--- src/rtl/capture_write_ctrl_pkg.sv ---
// Shared types and defaults for the capture write controller.
// State encoding is fixed because the MCU debug view decodes it.
package capture_write_ctrl_pkg;

  localparam int ADDR_W_DEF = 15;
  localparam int DATA_W_DEF = 8;

  typedef enum logic [2:0] {
    IDLE      = 3'd0,
    PRE_FILL  = 3'd1,
    WAIT_TRIG = 3'd2,
    POST_FILL = 3'd3,
    DONE_ST   = 3'd4
  } cap_state_t;

endpackage

--- src/rtl/capture_down_counter.sv ---
// Loadable down-counter with enable, zero and one flags.
// Holds at zero rather than wrapping.
module capture_down_counter #(
  parameter int W = 15
) (
  input  logic         clk,
  input  logic         rst_n,
  input  logic         load,
  input  logic [W-1:0] load_val,
  input  logic         dec,
  output logic         zero,
  output logic         one
);

  logic [W-1:0] cnt_q;
  logic [W-1:0] cnt_d;

  always_comb begin
    cnt_d = cnt_q;
    if (load) begin
      cnt_d = load_val;
    end else if (dec && cnt_q != '0) begin
      cnt_d = cnt_q - W'(1);
    end
  end

  always_ff @(posedge clk or negedge rst_n) begin
    if (!rst_n) cnt_q <= '0;
    else        cnt_q <= cnt_d;
  end

  assign zero = (cnt_q == '0);
  assign one  = (cnt_q == W'(1));

endmodule

--- src/rtl/capture_write_ctrl.sv ---
// Sample-memory write sequencer: pre-fill, wait for trigger, post-fill.
// Optional CAPTURE_AUTO_TRIG_EN adds a strobe-count auto trigger.
module capture_write_ctrl
  import capture_write_ctrl_pkg::*;
#(
  parameter int ADDR_W = ADDR_W_DEF,
  parameter int DATA_W = DATA_W_DEF
) (
  input  logic              CLK,
  input  logic              RST_N,
  input  logic              CLK_EN,
  input  logic              START_WRITE,
  input  logic              TRIG_EV,
  input  logic [DATA_W-1:0] DATA_IN,
  input  logic [ADDR_W-1:0] PRE_COUNT,
  input  logic [ADDR_W-1:0] POST_COUNT,
  output logic              WR_EN,
  output logic [ADDR_W-1:0] WR_ADDR,
  output logic [DATA_W-1:0] WR_DATA,
  output logic [ADDR_W-1:0] TRIG_ADDR,
  output logic              BUSY,
  output logic              DONE
`ifdef CAPTURE_AUTO_TRIG_EN
  ,
  input  logic [15:0]       AUTO_TIMEOUT,
  output logic              AUTO_TRIGGED
`endif
);

  cap_state_t        state_q, state_d;
  logic [ADDR_W-1:0] addr_cnt_q, addr_cnt_d;
  logic [ADDR_W-1:0] wr_addr_q, wr_addr_d;
  logic [DATA_W-1:0] wr_data_q, wr_data_d;
  logic [ADDR_W-1:0] trig_addr_q, trig_addr_d;
  logic              wr_en_q, wr_en_d;
  logic              busy_q, busy_d;
  logic              done_q, done_d;
  logic [ADDR_W-1:0] post_val;
  logic              pre_load, pre_dec, pre_zero, pre_one;
  logic              post_load, post_dec, post_zero, post_one;
  logic              busy_st, arm, strobe_wt, auto_fire, trig_hit;

  assign busy_st   = (state_q == PRE_FILL) || (state_q == WAIT_TRIG)
                   || (state_q == POST_FILL);
  assign arm       = (state_q == IDLE) && START_WRITE;
  assign strobe_wt = (state_q == WAIT_TRIG) && START_WRITE && CLK_EN;
  assign post_val  = (POST_COUNT == '0) ? '0 : POST_COUNT - ADDR_W'(1);

`ifdef CAPTURE_AUTO_TRIG_EN
  logic [15:0] auto_cnt_q, auto_cnt_d, auto_inc;
  logic        auto_trig_q, auto_trig_d;

  assign auto_inc  = auto_cnt_q + 16'd1;
  assign auto_fire = strobe_wt && (AUTO_TIMEOUT != 16'd0)
                   && (auto_inc == AUTO_TIMEOUT);

  always_comb begin
    auto_cnt_d  = auto_cnt_q;
    auto_trig_d = auto_trig_q;
    if (state_d == WAIT_TRIG && state_q != WAIT_TRIG) auto_cnt_d = '0;
    else if (strobe_wt) auto_cnt_d = auto_inc;
    if (arm) auto_trig_d = 1'b0;
    else if (auto_fire) auto_trig_d = 1'b1;
  end

  always_ff @(posedge CLK or negedge RST_N) begin
    if (!RST_N) begin
      auto_cnt_q  <= '0;
      auto_trig_q <= 1'b0;
    end else begin
      auto_cnt_q  <= auto_cnt_d;
      auto_trig_q <= auto_trig_d;
    end
  end

  assign AUTO_TRIGGED = auto_trig_q;
`else
  assign auto_fire = 1'b0;
`endif

  assign trig_hit = TRIG_EV || auto_fire;

  always_comb begin
    state_d     = state_q;
    addr_cnt_d  = addr_cnt_q;
    wr_en_d     = 1'b0;
    wr_addr_d   = wr_addr_q;
    wr_data_d   = wr_data_q;
    trig_addr_d = trig_addr_q;
    pre_load    = 1'b0;
    pre_dec     = 1'b0;
    post_load   = 1'b0;
    post_dec    = 1'b0;
    unique case (1'b1)
      (state_q == IDLE): begin
        if (START_WRITE) begin
          addr_cnt_d = '0;
          pre_load   = 1'b1;
          state_d    = (PRE_COUNT != '0) ? PRE_FILL : WAIT_TRIG;
        end
      end
      busy_st: begin
        if (!START_WRITE) begin
          state_d = IDLE;
        end else if (CLK_EN) begin
          wr_en_d    = 1'b1;
          wr_addr_d  = addr_cnt_q;
          wr_data_d  = DATA_IN;
          addr_cnt_d = addr_cnt_q + ADDR_W'(1);
          if (state_q == PRE_FILL) begin
            pre_dec = 1'b1;
            if (pre_one || pre_zero) state_d = WAIT_TRIG;
          end else if (state_q == WAIT_TRIG) begin
            if (trig_hit) begin
              trig_addr_d = addr_cnt_q;
              post_load   = 1'b1;
              state_d     = (post_val == '0) ? DONE_ST : POST_FILL;
            end
          end else begin
            post_dec = 1'b1;
            if (post_one || post_zero) state_d = DONE_ST;
          end
        end
      end
      (state_q == DONE_ST): begin
        if (!START_WRITE) state_d = IDLE;
      end
      default: state_d = IDLE;
    endcase
  end

  assign busy_d = (state_d == PRE_FILL) || (state_d == WAIT_TRIG)
                || (state_d == POST_FILL);
  assign done_d = (state_d == DONE_ST);

  always_ff @(posedge CLK or negedge RST_N) begin
    if (!RST_N) begin
      state_q     <= IDLE;
      addr_cnt_q  <= '0;
      wr_en_q     <= 1'b0;
      wr_addr_q   <= '0;
      wr_data_q   <= '0;
      trig_addr_q <= '0;
      busy_q      <= 1'b0;
      done_q      <= 1'b0;
    end else begin
      state_q     <= state_d;
      addr_cnt_q  <= addr_cnt_d;
      wr_en_q     <= wr_en_d;
      wr_addr_q   <= wr_addr_d;
      wr_data_q   <= wr_data_d;
      trig_addr_q <= trig_addr_d;
      busy_q      <= busy_d;
      done_q      <= done_d;
    end
  end

  capture_down_counter #(.W(ADDR_W)) u_pre_cnt (
    .clk      (CLK),
    .rst_n    (RST_N),
    .load     (pre_load),
    .load_val (PRE_COUNT),
    .dec      (pre_dec),
    .zero     (pre_zero),
    .one      (pre_one)
  );

  capture_down_counter #(.W(ADDR_W)) u_post_cnt (
    .clk      (CLK),
    .rst_n    (RST_N),
    .load     (post_load),
    .load_val (post_val),
    .dec      (post_dec),
    .zero     (post_zero),
    .one      (post_one)
  );

  assign WR_EN     = wr_en_q;
  assign WR_ADDR   = wr_addr_q;
  assign WR_DATA   = wr_data_q;
  assign TRIG_ADDR = trig_addr_q;
  assign BUSY      = busy_q;
  assign DONE      = done_q;

endmodule

--- config.mk ---
export PLATFORM = sky130hd
export DESIGN_NAME = capture_write_ctrl
export DESIGN_NICKNAME = d
export VERILOG_FILES = /design/src/rtl/capture_write_ctrl_pkg.sv /design/src/rtl/capture_down_counter.sv /design/src/rtl/capture_write_ctrl.sv
export SDC_FILE = /design/constraint.sdc
export NUM_CORES = 1
export LEC_CHECK = 0
export ABC_AREA = 0
export BUFFER_PORTS_ARGS = -buffer_cell sky130_fd_sc_hd__buf_2
export CAP_MARGIN = 0
export CORE_MARGIN = 2
export CORE_UTILIZATION = 60
export DETAILED_ROUTE_END_ITERATION = 16
export GPL_ROUTABILITY_DRIVEN = 0
export HOLD_SLACK_MARGIN = 0.06
export PLACE_DENSITY = 0.94
export SKIP_LAST_GASP = 1
export SLEW_MARGIN = 15
export SYNTH_ARGS = -nofsm -noshare
export SYNTH_HDL_FRONTEND = slang
export SYNTH_SLANG_ARGS = --single-unit
--- constraint.sdc ---
create_clock -name CLK -period 4.2 [get_ports CLK]
set_input_delay 0.84 -clock CLK [delete_from_list [all_inputs] [get_ports CLK]]
set_output_delay 0.84 -clock CLK [all_outputs]
set_load 0.02 [all_outputs]
# --- Yosys cells after proc, flatten, opt, wreduce, memory -nomap -nowiden ---
# Cells that the tools add are included.
totals:
  register_bits: 89
  latchBits: 0
  ram_bits: 0
  romBits: 0
  input_bits: 43
  elab_cells: 91
  n_memories: 0
classes:
  n_addsub: 4
  n_mul: 0
  div_mod_pow: 0
  order_cmp: 0
  n_eq_ne: 13
  n_shift: 0
  mux: 41
  bitwise_logic: 1
  reduce_logical: 22
op_table:
  columns: ["operator", "count"]
  rows:
  - ["$mux 15", 8]
  - ["$logic_not 15->1", 4]
  - ["$reduce_bool 15->1", 3]
  - ["$sub 15x1->15 const B", 3]
  - ["$eq 15x1->1 const B", 2]
  - ["$mux 3", 10]
  - ["$pmux 15 s2", 1]
  - ["$mux 1", 20]
  - ["$add 15x1->15 const B", 1]
  - ["$eq 3x2->1 const B", 4]
  - ["$pmux 3 s3", 1]
  - ["$eq 3x1->1 const B", 2]
  - ["$eq 3x3->1 const B", 2]
  - ["$logic_or 1x1->1", 6]
  - ["$ne 2x2->1 const B", 3]
  - ["$reduce_and 6->1", 1]
  - ["$reduce_bool 2->1", 3]
  - ["$reduce_and 4->1", 1]
  - ["$logic_not 3->1", 1]
  - ["$reduce_and 3->1", 1]
  - ["$logic_and 1x1->1", 2]
  - ["$mux 2", 1]
  - ["$not 1->1", 1]

# --- Logic depth before layout (Yosys ltp) ---
logic_depth:
  ltp_word: 13
  ltp_mapped: 9

# --- Modules after synthesis ---
# Synthesis repeated with hierarchy kept, for this count alone.
hier_totals:
  hier_cells: 552
  area_unflattened_um2: 5008.6
modules_own_cells:
  columns: ["mod", "instances", "cells_each", "area_per_inst_um2", "seq_area_each_um2"]
  rows:
  - ["capture_write_ctrl", 1, 322, 3006.6, 1476.4]
  - ["capture_down_counter", 2, 115, 1001.0, 375.4]

# --- Worst setup path before layout ---
# OpenSTA, ideal clock, no wires.
synth_timing:
  kind: "input -> register"
  startpoint: "input port POST_COUNT[6]"
  endpoint: "register done_q, in the netlist DONE"
  setup_ps: 122
  arrival_time_ps: 2310
  slack_ps: 1768
  stages: 7
  path_buffers: 1
  cell_sequence: "buf_2 -> nor4_4 -> nand3_1 -> o311a_1 -> nand3_1 -> a211oi_2 -> a32o_1"
synth_between:
  elab_chain_cells: 11
  elab_cells_between_ends: 12
  cone_classes: "add/sub: 1; eq/ne: 1; mux: 8; reduce/logical: 2"
synth_rtl:
  columns: ["item", "line", "text"]
  rows:
  - ["start: declaration", "capture_write_ctrl.sv:16", "input logic [ADDR_W-1:0] POST_COUNT,"]
  - ["$sub 15x1->15 / $logic_not 15->1 (equally long branches)", "capture_write_ctrl.sv:47", "assign post_val = (POST_COUNT == '0) ? '0 : POST_COUNT - ADDR_W'(1);"]
  - ["$mux 15 (*)", "capture_write_ctrl.sv:47", null]
  - ["$logic_not 15->1 (*)", "capture_write_ctrl.sv:117", "state_d = (post_val == '0) ? DONE_ST : POST_FILL;"]
  - ["$mux 3 (*)", "capture_write_ctrl.sv:117", null]
  - ["$mux 3 (*)", "capture_write_ctrl.sv:114", "if (trig_hit) begin"]
  - ["$mux 3 (*)", "capture_write_ctrl.sv:113", "end else if (state_q == WAIT_TRIG) begin"]
  - ["$mux 3 (*)", "capture_write_ctrl.sv:110", "if (state_q == PRE_FILL) begin"]
  - ["$mux 3 (*)", "capture_write_ctrl.sv:105", "end else if (CLK_EN) begin"]
  - ["$mux 3 (*)", "capture_write_ctrl.sv:103", "if (!START_WRITE) begin"]
  - ["$pmux 3 s3 (*)", "capture_write_ctrl.sv:94", "unique case (1'b1)"]
  - ["$eq 3x3->1 (*)", "capture_write_ctrl.sv:134", "assign done_d = (state_d == DONE_ST);"]
  - ["named net done_d", "capture_write_ctrl.sv:37", "logic done_q, done_d;"]
  - ["end signal: assignment", "capture_write_ctrl.sv:154", "done_q <= done_d;"]
  - ["end: declaration", "capture_write_ctrl.sv:37", null]
# Mark *: on every way through the listed nets, which the timed path passes. The rest lies on a longest branch.
# A chain may end at the register's enable or synchronous reset.

# --- Worst setup path after layout ---
layout_timing:
  startpoint: "input port POST_COUNT[5]"
  endpoint: "register state_q[2]"
layout_between:
  elab_chain_cells: 10
  elab_cells_between_ends: 11
  cone_classes: "add/sub: 1; mux: 8; reduce/logical: 2"
layout_rtl:
  columns: ["item", "line", "text"]
  rows:
  - ["$sub 15x1->15 / $logic_not 15->1 (equally long branches)", "capture_write_ctrl.sv:47", null]
  - ["$mux 15 (*)", "capture_write_ctrl.sv:47", null]
  - ["$logic_not 15->1 (*)", "capture_write_ctrl.sv:117", null]
  - ["$mux 3 (*)", "capture_write_ctrl.sv:117", null]
  - ["$mux 3 (*)", "capture_write_ctrl.sv:114", null]
  - ["$mux 3 (*)", "capture_write_ctrl.sv:113", null]
  - ["$mux 3 (*)", "capture_write_ctrl.sv:110", null]
  - ["$mux 3 (*)", "capture_write_ctrl.sv:105", null]
  - ["$mux 3 (*)", "capture_write_ctrl.sv:103", null]
  - ["$pmux 3 s3 (*)", "capture_write_ctrl.sv:94", null]
  - ["named net state_d[2]", "capture_write_ctrl.sv:30", "cap_state_t state_q, state_d;"]
  - ["end signal: assignment", "capture_write_ctrl.sv:147", "state_q <= state_d;"]
  - ["end: declaration", "capture_write_ctrl.sv:30", null]
# Marked as above.

==> impl_results.md <==
* Post-DR vias/cell at 6.02
* Post-cts sizing count at 0
* Final #Nets at ~680
* Vert. Die Dim at just over 90 um
* Layout cells sized above 1 at 0.196
* Actual slew at the worst max-slew pin at 884 ps
* # fillers at a little under 600
* DR iter-0 viols at ~320
* # DRC at 0
* CP Launch Point: POST_COUNT[5]
* Main flop type after synthesis: dfrtp_1
* Crit path max fanout at 12
* Hold Path Depth at 2
* Worst Setup EP: state_q[2]
* Post-synth EDFFs at 0
* XOR/XNOR share of the synthesized area at 0.0456
* Warnings, synthesis at 0
* Worst setup EP type: register
* Routed len/inst at around 16 um
* Max VDD drop at ~0.14 mV
* Adder-cell share of the synthesized area at 0.0156
* CP startpoint kind: input pin
* Cell area after layout at 5480 sq um
* Post-place instance area at roughly 5300 sq um
* # IOs at 84
* Clk sinks at 89
* Pin count of the biggest net entering global routing at 73
* HP Class: register to register
* Leakage at between 2 and 3 nW
* Part of the cycle the worst path needs at 0.637
* F_max at 0.374 GHz
* Place WS at approximately 1200 ps
* Synth Area per Inst at ~8.7 sq um
* Vias in the first global route at 4,281
* Root buffer cell: clkbuf_8
* Placed cells at between 700 and 800
* CP max stage delay at approximately 670 ps
* RR Startpoint: u_pre_cnt.cnt_q[0]
* Number of max-cap violations at 0
* CTS buffer count at 9
* Mux cell area share after synthesis at 0.0151
* Rel. slew slack at 0.405
* Vias at roughly 4.4k
* CTS tree: done
* DR pass1 iterations at 5
* RSZ-0062 raised after global routing: false
* PD cells at between 300 and 400 nW/um^2
* Area growth syn-to-layout at 14.2%
* Antenna Violating Nets Remaining at 0
* Antenna Cells at 0
* Cts hold-fix bufs at 0
* Synth cell types at 67
* Final Power at around 0.0019 W
* Most common cell after layout, fill and taps aside: nand2_1
* Largest family of logic cells by synthesized area: simple AND/OR/NAND/NOR gates
* Worst endpoint data arrival time at approximately 3000 ps
* Global-route usage over all layers at 0.274
* Synth Net Count at between 600 and 700
* Synthesized area at 4800 sq um
* Post-synthesis sequential area ratio at 0.464
* Post-Layout Cell Count at 736
* R2R cell count at 8
* IO buf count at 83
* Final hold violation count at 0
* Core Area at a little under 8000 sq um
* Worst Clk Skew at between 10 and 15 ps
* Final worst slack at roughly 1500 ps
* CP Cell Sequence: buf_2 > nor4_4 > o2111ai_1 > a221oi_2 > nand3_1 > a211oi_2 > a32o_1
* Initial antenna violation count at 0
* Fin crit period at ~2700 ps
* Slew Viols, Final at 0
* H-tree Lvls at 3
* Most frequent cells in the layout: nand2_1 (142), dfrtp_1 (89), buf_2 (82), nor2_1 (48), o21ai_0 (32)
* Synthesized-area fraction occupied by and/or/nand/nor cells at 0.289
* Worst-skew pair later-pin latency at 370 ps
* Final WL at roughly 11 mm
* Register bit total from synthesis at a little under 90
* Reg2reg end: u_pre_cnt.cnt_q[10]
* Slowest-stage cell, CP: nor4_4
* Site Rows at 32
* Clk pin slew, worst setup/hold paths at 100 ps
* Worst endpoint required time at 4500 ps
* Setup TNS at 0 ps
* Async S/R FF share, synth at 1.00
* Final HPWL DP at between 8 and 9 mm
* Setup-failing EPs final at 0
* Worst reg2reg setup slack at around 1700 ps
* Initial core utilization at 0.621
* Post CTS Setup Buffer Count at 0
* Die area at a little under 9000 sq um
* Outcome: completed
* Synth Area in Compound Gates at 0.137
* Syn Inst Count at 553
* Remaining Overflow, GRT at 0
* Die Wd at between 90 and 100 um
* WS Path Type: input pin to register
* First-pass GRT wire length at around 19 mm
* Max Root-Sink Buffers at 2
[metal layers]
metal	routed length (um)	vias to the layer above	share of wire	GRT usage
li1	-	2089	-	-
met5	0	-	0	0
met1	4800	2125	0.42	0.356
met3	772	32	0.067	0.0435
met4	278	0	0.024	0.115
met2	5650	187	0.49	0.457
[cells by family (layout without fill, tap and decap cells)]
kind of cell / Yosys count / after routing
flops: 89 / 89
buf+inv: 38 / 119
mux: 7 / 7
compound gates: 98 / 98
simple gates: 290 / 290
xor+xnor: 25 / 25
fa+ha+maj: 6 / 6
[report_power, final]
part | internal, W | leakage, nW | switching (W)
sequential | 0.000922 | 1.19 | 0.0000622
clock | 0.000283 | 0.0979 | 0.000320
combinational | 0.000118 | 1.41 | 0.000208
total | 0.00132 | 2.70 | 0.000590
[critical path, delay by kind of cell]
| family | cells | cell delay (ps) |
|---|---|---|
| AO/OA/AOI/OAI | 4 | 1190 |
| buffers and inverters | 1 | 140 |
| AND/OR/NAND/NOR | 2 | 790 |
[registers in the layout, summed over array words and instances, names as in the netlist]
signal	count
WR_DATA	8
u_pre_cnt.cnt_q	15
WR_ADDR	15
WR_EN	1
DONE	1
u_post_cnt.cnt_q	15
addr_cnt_q	15
BUSY	1
state_q	3
TRIG_ADDR	15
[how the worst min path moves through the flow]
stage                           to           startpoint
3_3_place_gp          TRIG_ADDR[5]         TRIG_ADDR[5]
4_1_cts              TRIG_ADDR[10]        TRIG_ADDR[10]
5_1_grt               TRIG_ADDR[4]         TRIG_ADDR[4]
2_1_floorplan  u_post_cnt.cnt_q[4]  u_post_cnt.cnt_q[4]
6_report             TRIG_ADDR[10]        TRIG_ADDR[10]
3_5_place_dp         TRIG_ADDR[10]        TRIG_ADDR[10]
[per-stage QoR]
| stage | hold WS, ps | util |
|---|---|---|
| CTS | 480 | 0.709 |
| global route | 504 | 0.709 |
| finish | 478 | 0.709 |
| global placement | 458 | 0.683 |
| floorplan | 462 | - |
| detailed placement | 458 | 0.683 |
[synthesized netlist by cell type (3+ instances only)]
| master | count | area share |
|---|---|---|
| dfrtp_1 | 89 | 0.46 |
| inv_1 | 15 | 0.012 |
| a21oi_1 | 19 | 0.020 |
| o311ai_0 | 5 | 0.0091 |
| xnor2_1 | 13 | 0.024 |
| clkbuf_1 | 15 | 0.012 |
| a31oi_1 | 6 | 0.0078 |
| and3_1 | 6 | 0.0078 |
| buf_2 | 4 | 0.0042 |
| nand3_1 | 18 | 0.019 |
| a32o_1 | 3 | 0.0063 |
| nor4_1 | 12 | 0.016 |
| or3_1 | 8 | 0.010 |
| ha_1 | 6 | 0.016 |
| nor2_1 | 49 | 0.038 |
| o21ai_0 | 32 | 0.033 |
| xor2_1 | 12 | 0.022 |
| a22oi_1 | 3 | 0.0047 |
| a211oi_1 | 3 | 0.0047 |
| nand4_1 | 6 | 0.0078 |
| nand2_1 | 142 | 0.11 |
| nor3_1 | 22 | 0.023 |
| mux2i_1 | 5 | 0.010 |
| a221o_1 | 4 | 0.0083 |
[cell type report]
| class | count | area [sq um] | share of cell area |
|---|---|---|---|
| Tap cell | 102 | 128 | 0.0233 |
| Sequential cell | 89 | 2230 | 0.406 |
| Multi-Input combinational cell | 426 | 2420 | 0.441 |
| Timing Repair Buffer | 87 | 448 | 0.0818 |
| Clock inverter | 6 | 72.6 | 0.0132 |
| Clock buffer | 10 | 128 | 0.0233 |
| Inverter | 16 | 60.1 | 0.0110 |
Power figures use the tool's default switching activity.
